**src/rtl/uart_tx_ctrl.sv**
```systemverilog
// UART transmit sequencer: start bit, DATA_BITS data bits LSB-first, optional parity, STOP_BITS stop bits.
// Optional parity bit compiled in with macro UART_TX_PARITY_EN.
`timescale 1ns/1ps
module uart_tx_ctrl #(
    parameter int unsigned CLK_DIV    = 868,
    parameter int unsigned DATA_BITS  = 8,
    parameter int unsigned STOP_BITS  = 1,
    parameter int unsigned PARITY_ODD = 0
) (
    input  logic       clk_i,
    input  logic       rst_i,
    input  logic [7:0] tx_data_i,
    input  logic       tx_valid_i,
    output logic       tx_ready_o,
    output logic       tx_o,
    output logic       busy_o,
    output logic       done_o
);

    localparam int unsigned CNT_W = (CLK_DIV > 1) ? $clog2(CLK_DIV) : 1;
    localparam int unsigned BIT_W = 3;
    localparam logic [CNT_W-1:0] CNT_LAST  = CNT_W'(CLK_DIV - 1);
    localparam logic [BIT_W-1:0] DATA_LAST = BIT_W'(DATA_BITS - 1);
    localparam logic [BIT_W-1:0] STOP_LAST = BIT_W'(STOP_BITS - 1);

    typedef enum logic [2:0] {
        IDLE,
        START,
        DATA,
`ifdef UART_TX_PARITY_EN
        PARITY,
`endif
        STOP
    } state_t;

    state_t           state_q, state_d;
    logic [CNT_W-1:0] cnt_q, cnt_d;
    logic [BIT_W-1:0] bit_q, bit_d;
    logic [7:0]       shift_q, shift_d;
    logic             tx_d, busy_d, ready_d, done_d;
    logic             bit_end;
`ifdef UART_TX_PARITY_EN
    logic             par_q, par_d;
`endif

    // Next-state logic; outputs are derived from the next state so they register cleanly.
    always_comb begin
        state_d = state_q;
        cnt_d   = cnt_q;
        bit_d   = bit_q;
        shift_d = shift_q;
        done_d  = 1'b0;
`ifdef UART_TX_PARITY_EN
        par_d   = par_q;
`endif
        bit_end = (cnt_q == CNT_LAST);

        if (state_q != IDLE) begin
            cnt_d = bit_end ? '0 : cnt_q + CNT_W'(1);
        end

        case (state_q)
            IDLE: begin
                if (tx_valid_i && tx_ready_o) begin
                    shift_d = tx_data_i;
                    cnt_d   = '0;
                    bit_d   = '0;
                    state_d = START;
`ifdef UART_TX_PARITY_EN
                    par_d   = (PARITY_ODD != 0);
`endif
                end
            end
            START: begin
                if (bit_end) begin
                    state_d = DATA;
                    bit_d   = '0;
                end
            end
            DATA: begin
                if (bit_end) begin
                    shift_d = {1'b0, shift_q[7:1]};
`ifdef UART_TX_PARITY_EN
                    par_d   = par_q ^ shift_q[0];
`endif
                    if (bit_q == DATA_LAST) begin
                        bit_d = '0;
`ifdef UART_TX_PARITY_EN
                        state_d = PARITY;
`else
                        state_d = STOP;
`endif
                    end else begin
                        bit_d = bit_q + BIT_W'(1);
                    end
                end
            end
`ifdef UART_TX_PARITY_EN
            PARITY: begin
                if (bit_end) begin
                    state_d = STOP;
                end
            end
`endif
            STOP: begin
                if (bit_end) begin
                    if (bit_q == STOP_LAST) begin
                        bit_d   = '0;
                        state_d = IDLE;
                        done_d  = 1'b1;
                    end else begin
                        bit_d = bit_q + BIT_W'(1);
                    end
                end
            end
            default: state_d = IDLE;
        endcase

        case (state_d)
            START:   tx_d = 1'b0;
            DATA:    tx_d = shift_d[0];
`ifdef UART_TX_PARITY_EN
            PARITY:  tx_d = par_d;
`endif
            default: tx_d = 1'b1;
        endcase
        busy_d  = (state_d != IDLE);
        ready_d = (state_d == IDLE);
    end

    always_ff @(posedge clk_i or posedge rst_i) begin
        if (rst_i) begin
            state_q    <= IDLE;
            cnt_q      <= '0;
            bit_q      <= '0;
            shift_q    <= '0;
            tx_o       <= 1'b1;
            tx_ready_o <= 1'b1;
            busy_o     <= 1'b0;
            done_o     <= 1'b0;
`ifdef UART_TX_PARITY_EN
            par_q      <= 1'b0;
`endif
        end else begin
            state_q    <= state_d;
            cnt_q      <= cnt_d;
            bit_q      <= bit_d;
            shift_q    <= shift_d;
            tx_o       <= tx_d;
            tx_ready_o <= ready_d;
            busy_o     <= busy_d;
            done_o     <= done_d;
`ifdef UART_TX_PARITY_EN
            par_q      <= par_d;
`endif
        end
    end

endmodule
```
**config.mk**
```make
export PLATFORM = sky130hd
export DESIGN_NAME = uart_tx_ctrl
export DESIGN_NICKNAME = d
export VERILOG_FILES = /design/src/rtl/uart_tx_ctrl.sv
export SDC_FILE = /design/constraint.sdc
export NUM_CORES = 1
export LEC_CHECK = 0
export CORE_UTILIZATION = 50
export DETAILED_ROUTE_END_ITERATION = 6
export PLACE_DENSITY_LB_ADDON = 0.25
export SYNTH_ARGS = -nofsm -noshare
export SYNTH_HDL_FRONTEND = slang
export SYNTH_SLANG_ARGS = --single-unit
export TNS_END_PERCENT = 10
```
**constraint.sdc**
```tcl
create_clock -name clk_i -period 2.35 [get_ports clk_i]
set_input_delay 0.5875 -clock clk_i [delete_from_list [all_inputs] [get_ports clk_i]]
set_output_delay 0.5875 -clock clk_i [all_outputs]
set_load 0.01 [all_outputs]
```
==> results.yml, run 1 <==
min_path:
  min_path_type: "reg2reg"
  hold_path.startpoint: "shift_q[1]$_DFFE_PP0P_"
critical_path:
  timing.rr.start: "cnt_q[4]$_DFF_PP0_"
  cp_max_fo: 7
  crit_arrival_ps: 2440
  critical_path_required_ps: 2610
  worst_setup_path_end_kind: "flop"
  path_class: "reg2reg"
  cp-start-kind: "flop"
  crit_path_start: "cnt_q[4]$_DFF_PP0_"
grt:
  grt-ovfl-total: 0
  antenna_found_initial: 0
  grt_pass1_vias: 1081
  grt_pass1_wl_um: 4970
  grt_usage_pct: 20.2
  grt_max_degree: 29
synthesis:
  async_flop_share_pct: 100
  ys.flop_type: "dfrtp_1"
  synth_enable_flop_cells: 0
  syn-instance-count: 140
  syn_area_um2: 1450
  ys_ff_latch: 28
  avgSynthCellArea_um2: 10.3
  synth_nets: 155
  yosysSeqAreaShare_pct: 48.6
  synth_cell_types: 43
  ys_warn_count: 0
timing:
  tns_ps: 0
  drv_slew: 0
  hold_viol_final: 0
  setup_viol: 0
  period_share_pct: 92.8
  setup_ws_ps: 170
  finalCriticalPeriod_ps: 2180
  rsz0062_at_grt: "false"
  clock.fmax_ghz: 0.459
  clock_skew_ps: 8.31
finish:
  final_core_util_pct: 60.7
  nets: 173
  layout_commonest_cell: "dfrtp_1"
  syn_to_final_growth_pct: 15.7
  layout_common_cells: "dfrtp_1, clkdlybuf4s50_1, nor2_1"
  final_cell_area_um2: 1670
  drive_gt1_share_pct: 13.4
  fillers: 241
  diodes: 0
pwr:
  vdd_drop_max_mv: 0.430
  p_per_area_nw_per_um2: 645
  leakage_nw: 0.779
clock_network:
  numCtsBuffers: 3
  clockRootBuffer: "clkbuf_4"
  numClockSinks: 28
  insertion_delay_ps: 320
  clockBufferDepth: 2
  clk_pin_slew_ps: 150
  htree_levels: 1
  cts_tree: "built"
placed_design:
  hpwl_um: 2040
  port-buffer-count: 14
  dpl-instance-area_um2: 1630
  place_ws_ps: 142
  gp_congestion: 0.880
route:
  drc: 0
  vias_per_cell: 5.91
  drtAntennaViolNets: 0
  dr.pass1.iters: 4
  vias: 1111
  initialDrtViolationCount: 22
  avgRoutedWirePerCell_um: 14.7
  drt-total-wl_um: 2770
die:
  start_util_pct: 52.5
  coreArea_um2: 2760
  die_y_um: 55.8
  dieArea_um2: 3110
  die_width_um: 55.8
  io_pins: 15
  placementRows: 19
outcome:
  status: "finished clean"
flow_run:
  max_cap_viol_count: 0
state kept, by name (all words and copies together), names as in the netlist:
register	cells
done_o	1
bit_q	3
cnt_q	10
busy_o	1
tx_o	1
shift_q	8
tx_ready_o	1
state_q	3
cell usage after synthesis (all sizes together) (2+ instances only):
library cell	n	area [um^2]
inv	6	22.5
nand3b	2	15.0
or3	3	18.8
nor3	5	36.3
clkbuf	4	16.3
dfstp	2	52.6
mux2i	2	20.0
a21oi	2	10.0
nor4	2	27.5
nand3	3	15.0
o31ai	2	15.0
xnor2	2	17.5
dfrtp	26	651
o21ai	6	30.0
a21o	7	52.6
nand2b	2	12.5
nand2	10	37.5
ha	4	50.1
xor2	4	35.0
nand4	6	37.5
nor2	14	55.1
buf	2	16.3
a22o	8	70.1
nor3b	3	22.5
cell type report:
type / instances / area (um^2) / area share, %
Multi-Input combinational cell: 100 / 693 / 41.4
Tap cell: 31 / 38.8 / 2.32
Clock buffer: 4 / 36.3 / 2.17
Sequential cell: 28 / 704 / 42.1
Inverter: 6 / 22.5 / 1.35
Timing Repair Buffer: 19 / 178 / 10.6
routing by layer:
| layer | vias to the layer above | track usage (%) | routed length (um) |
|---|---|---|---|
| met4 | 0 | 6.07 | 0 |
| met1 | 544 | 27.9 | 1210 |
| met3 | 0 | 2.33 | 133 |
| li1 | 535 | - | - |
| met5 | - | 0 | 0 |
| met2 | 32 | 33.4 | 1420 |
final timing paths:
kind | to | slack (ps) | cells past startpoint
worst max-delay path | bit_q[0]$_DFFE_PP0P_ | 170 | 5
worst min-delay path | shift_q[1]$_DFFE_PP0P_ | 500 | 1
worst max register to register | bit_q[0]$_DFFE_PP0P_ | 170 | 5
worst min register to register | shift_q[1]$_DFFE_PP0P_ | 500 | 1
max in group asynchronous | tx_o$_DFF_PP1_ | 1440 | 3
min in group asynchronous | cnt_q[4]$_DFF_PP0_ | 610 | 3
power breakdown:
| part | internal, mW | switching, mW |
|---|---|---|
| sequential | 0.562 | 0.0743 |
| combinational | 0.109 | 0.103 |
| clock | 0.0946 | 0.136 |
per-stage QoR:
stage               hold WS [ps]  total power, mW  instances
floorplan                    449            0.775        140
global route                 524             1.14        188
finish                       497             1.08        188
global placement             461            0.844        184
CTS                          502             1.09        188
detailed placement           470            0.856        184
cell families after synthesis:
group                      Yosys count  share of synthesized area, %
adders and majority gates            4                          3.46
other                                1                         0.259
xor gates and xnor gates             6                          3.63
muxes                                3                          2.16
and+or+nand+nor                     56                          23.0
buffers and inverters               12                          3.81
DFF                                 28                          48.6
AOI/OAI and AO/OA                   30                          15.1
worst max-delay path: stages, from the launching register on:
cell,delay (ps)
dfrtp_2,470
or4b_4,610
or3_4,410
mux2_2,300
nor2_2,140
mux2i_1,200
what timing repair did:
action	in CTS	in global routing
setup endpoints to repair	0	1
hold endpoints to repair	0	0
gates resized for setup	0	2
hold buffers	0	0
buffers inserted	0	0
(Power assumes the default switching activity.)
==> run 2, diff against run 1 <==
--- a/config.mk
+++ b/config.mk
@@ -7,6 +7,7 @@
 export LEC_CHECK = 0
 export CORE_UTILIZATION = 50
 export DETAILED_ROUTE_END_ITERATION = 6
+export GPL_TIMING_DRIVEN = 0
 export PLACE_DENSITY_LB_ADDON = 0.25
 export SYNTH_ARGS = -nofsm -noshare
 export SYNTH_HDL_FRONTEND = slang
==> results.yml, run 2 (same netlist as run 1, synthesis figures left out) <==
clock_network:
  numCtsBuffers: 3
  clk_pin_slew_ps: 150
  numClockSinks: 28
  insertion_delay_ps: 320
  htree_levels: 1
  cts_tree: "built"
  holdBufCountCts: 0
  clockRootBuffer: "clkbuf_4"
  clockBufferDepth: 2
finish:
  nets: 175
  fillers: 243
  layout_common_cells: "dfrtp_1, clkdlybuf4s50_1, nor2_1"
  final_cell_area_um2: 1680
  regMostFlops: "cnt_q"
  diodes: 0
  largest_reg_flops: 10
  drive_gt1_share_pct: 12.6
  syn_to_final_growth_pct: 15.9
  largest_registers: "cnt_q (10), shift_q (8)"
  layout_commonest_cell: "dfrtp_1"
timing:
  clock.fmax_ghz: 0.438
  clock_skew_ps: 1.16
  drv_slew: 0
  tightest_slew_ps: 1020
  finalCriticalPeriod_ps: 2280
  holdWs_ps: 502
  setup_viol: 0
  max_slew_margin_pct: 32.1
  rsz0062_at_grt: "true"
  hold_viol_final: 0
  period_share_pct: 97.2
  setup_ws_ps: 65.6
placed_design:
  dpl-instance-area_um2: 1630
  port-buffer-count: 14
  hpwl_um: 1950
  gp_congestion: 0.904
  place_ws_ps: -62.2
critical_path:
  worst_setup_path_end_kind: "flop"
  cp_max_fo: 7
  path_buf_inv: 1
  critical_path_required_ps: 2580
  path_cells: "or4b_4, nor3_4, a21oi_1, or3_1, buf_6, a22o_1"
  r2r-end: "shift_q[7]$_DFFE_PP0P_"
  rrSetupSlack_ps: 70
  slowest_delay_ps: 620
  cp_top_family: "simple AND/OR/NAND/NOR gates"
  crit_arrival_ps: 2510
  timing.rr.start: "cnt_q[4]$_DFF_PP0_"
  reg2regPathDepth: 6
  slowest_stage: "or4b_4"
  path_class: "reg2reg"
  cp-start-kind: "flop"
min_path:
  hold_end: "shift_q[4]$_DFFE_PP0P_"
  min_path_type: "reg2reg"
  hold_path.startpoint: "shift_q[4]$_DFFE_PP0P_"
  hold_path_depth: 1
pwr:
  p_total_mw: 1.08
  p_per_area_nw_per_um2: 644
  vdd_drop_max_mv: 0.488
  leakage_nw: 0.783
route:
  initialDrtViolationCount: 30
  drtAntennaViolNets: 0
  drt-total-wl_um: 2630
  vias_per_cell: 5.83
  vias: 1108
  avgRoutedWirePerCell_um: 13.9
  drc: 0
  dr.pass1.iters: 4
die:
  die_y_um: 55.8
  placementRows: 19
  coreArea_um2: 2760
  die_width_um: 55.8
  start_util_pct: 52.5
  dieArea_um2: 3110
  io_pins: 15
grt:
  antenna_found_initial: 0
  grt_usage_pct: 19.1
  grt-ovfl-total: 0
  grt_pass1_vias: 1154
  grt_max_degree: 29
  grt_pass1_wl_um: 4800
flow_run:
  max_cap_viol_count: 0
outcome:
  status: "finished clean"
==> run 2: worst max-delay path by stage <==
stage / start / slack [ps] / end / cells after the start
after floorplan: cnt_q[4]$_DFF_PP0_ / 220 / shift_q[7]$_DFFE_PP0P_ / 6
after global placement: tx_valid_i / -3 / tx_o$_DFF_PP1_ / 7
after detailed placement: tx_valid_i / -60 / tx_o$_DFF_PP1_ / 7
after CTS: cnt_q[4]$_DFF_PP0_ / 30 / shift_q[7]$_DFFE_PP0P_ / 6
after global routing: cnt_q[0]$_DFF_PP0_ / -40 / shift_q[7]$_DFFE_PP0P_ / 7
final: cnt_q[4]$_DFF_PP0_ / 70 / shift_q[7]$_DFFE_PP0P_ / 6
==> run 2: power by group <==
| group | switching, mW | internal, mW |
|---|---|---|
| sequential | 0.0647 | 0.562 |
| clock | 0.138 | 0.0948 |
| combinational | 0.110 | 0.110 |
==> run 2: cell type report <==
| class | count | area (um^2) | share of cell area, % |
|---|---|---|---|
| flip-flops and latches | 28 | 703 | 41.9 |
| multi-input cells | 100 | 694 | 41.4 |
| repair buffers | 15 | 148 | 8.81 |
| well taps | 31 | 38.8 | 2.31 |
| clock buffers | 4 | 36.3 | 2.16 |
| plain buffers | 6 | 33.8 | 2.01 |
| inverters | 6 | 22.5 | 1.34 |
==> run 2: layer usage <==
metal / vias to the layer above / routed length (um) / track usage (%)
met5: - / 0 / 0
met4: 0 / 25 / 6.07
met3: 4 / 86 / 2.79
met2: 17 / 1330 / 33.2
met1: 541 / 1190 / 24.6
li1: 546 / - / -
==> run 2: per-stage QoR <==
stage / util, % / TNS (ps) / cells
3_3_place_gp: 58.9 / -2.87 / 185
6_report: 60.8 / 0 / 190
3_5_place_dp: 58.9 / -98.3 / 185
2_1_floorplan: - / 0 / 140
4_1_cts: 60.3 / 0 / 189
5_1_grt: 60.8 / -35.5 / 190
==> run 2: timing repair <==
| item | 4_1_cts | 5_1_grt |
|---|---|---|
| resized for setup | 1 | 1 |
| setup endpoints to repair | 1 | 4 |
| setup buffers | 0 | 1 |
| pin swaps | 0 | 2 |
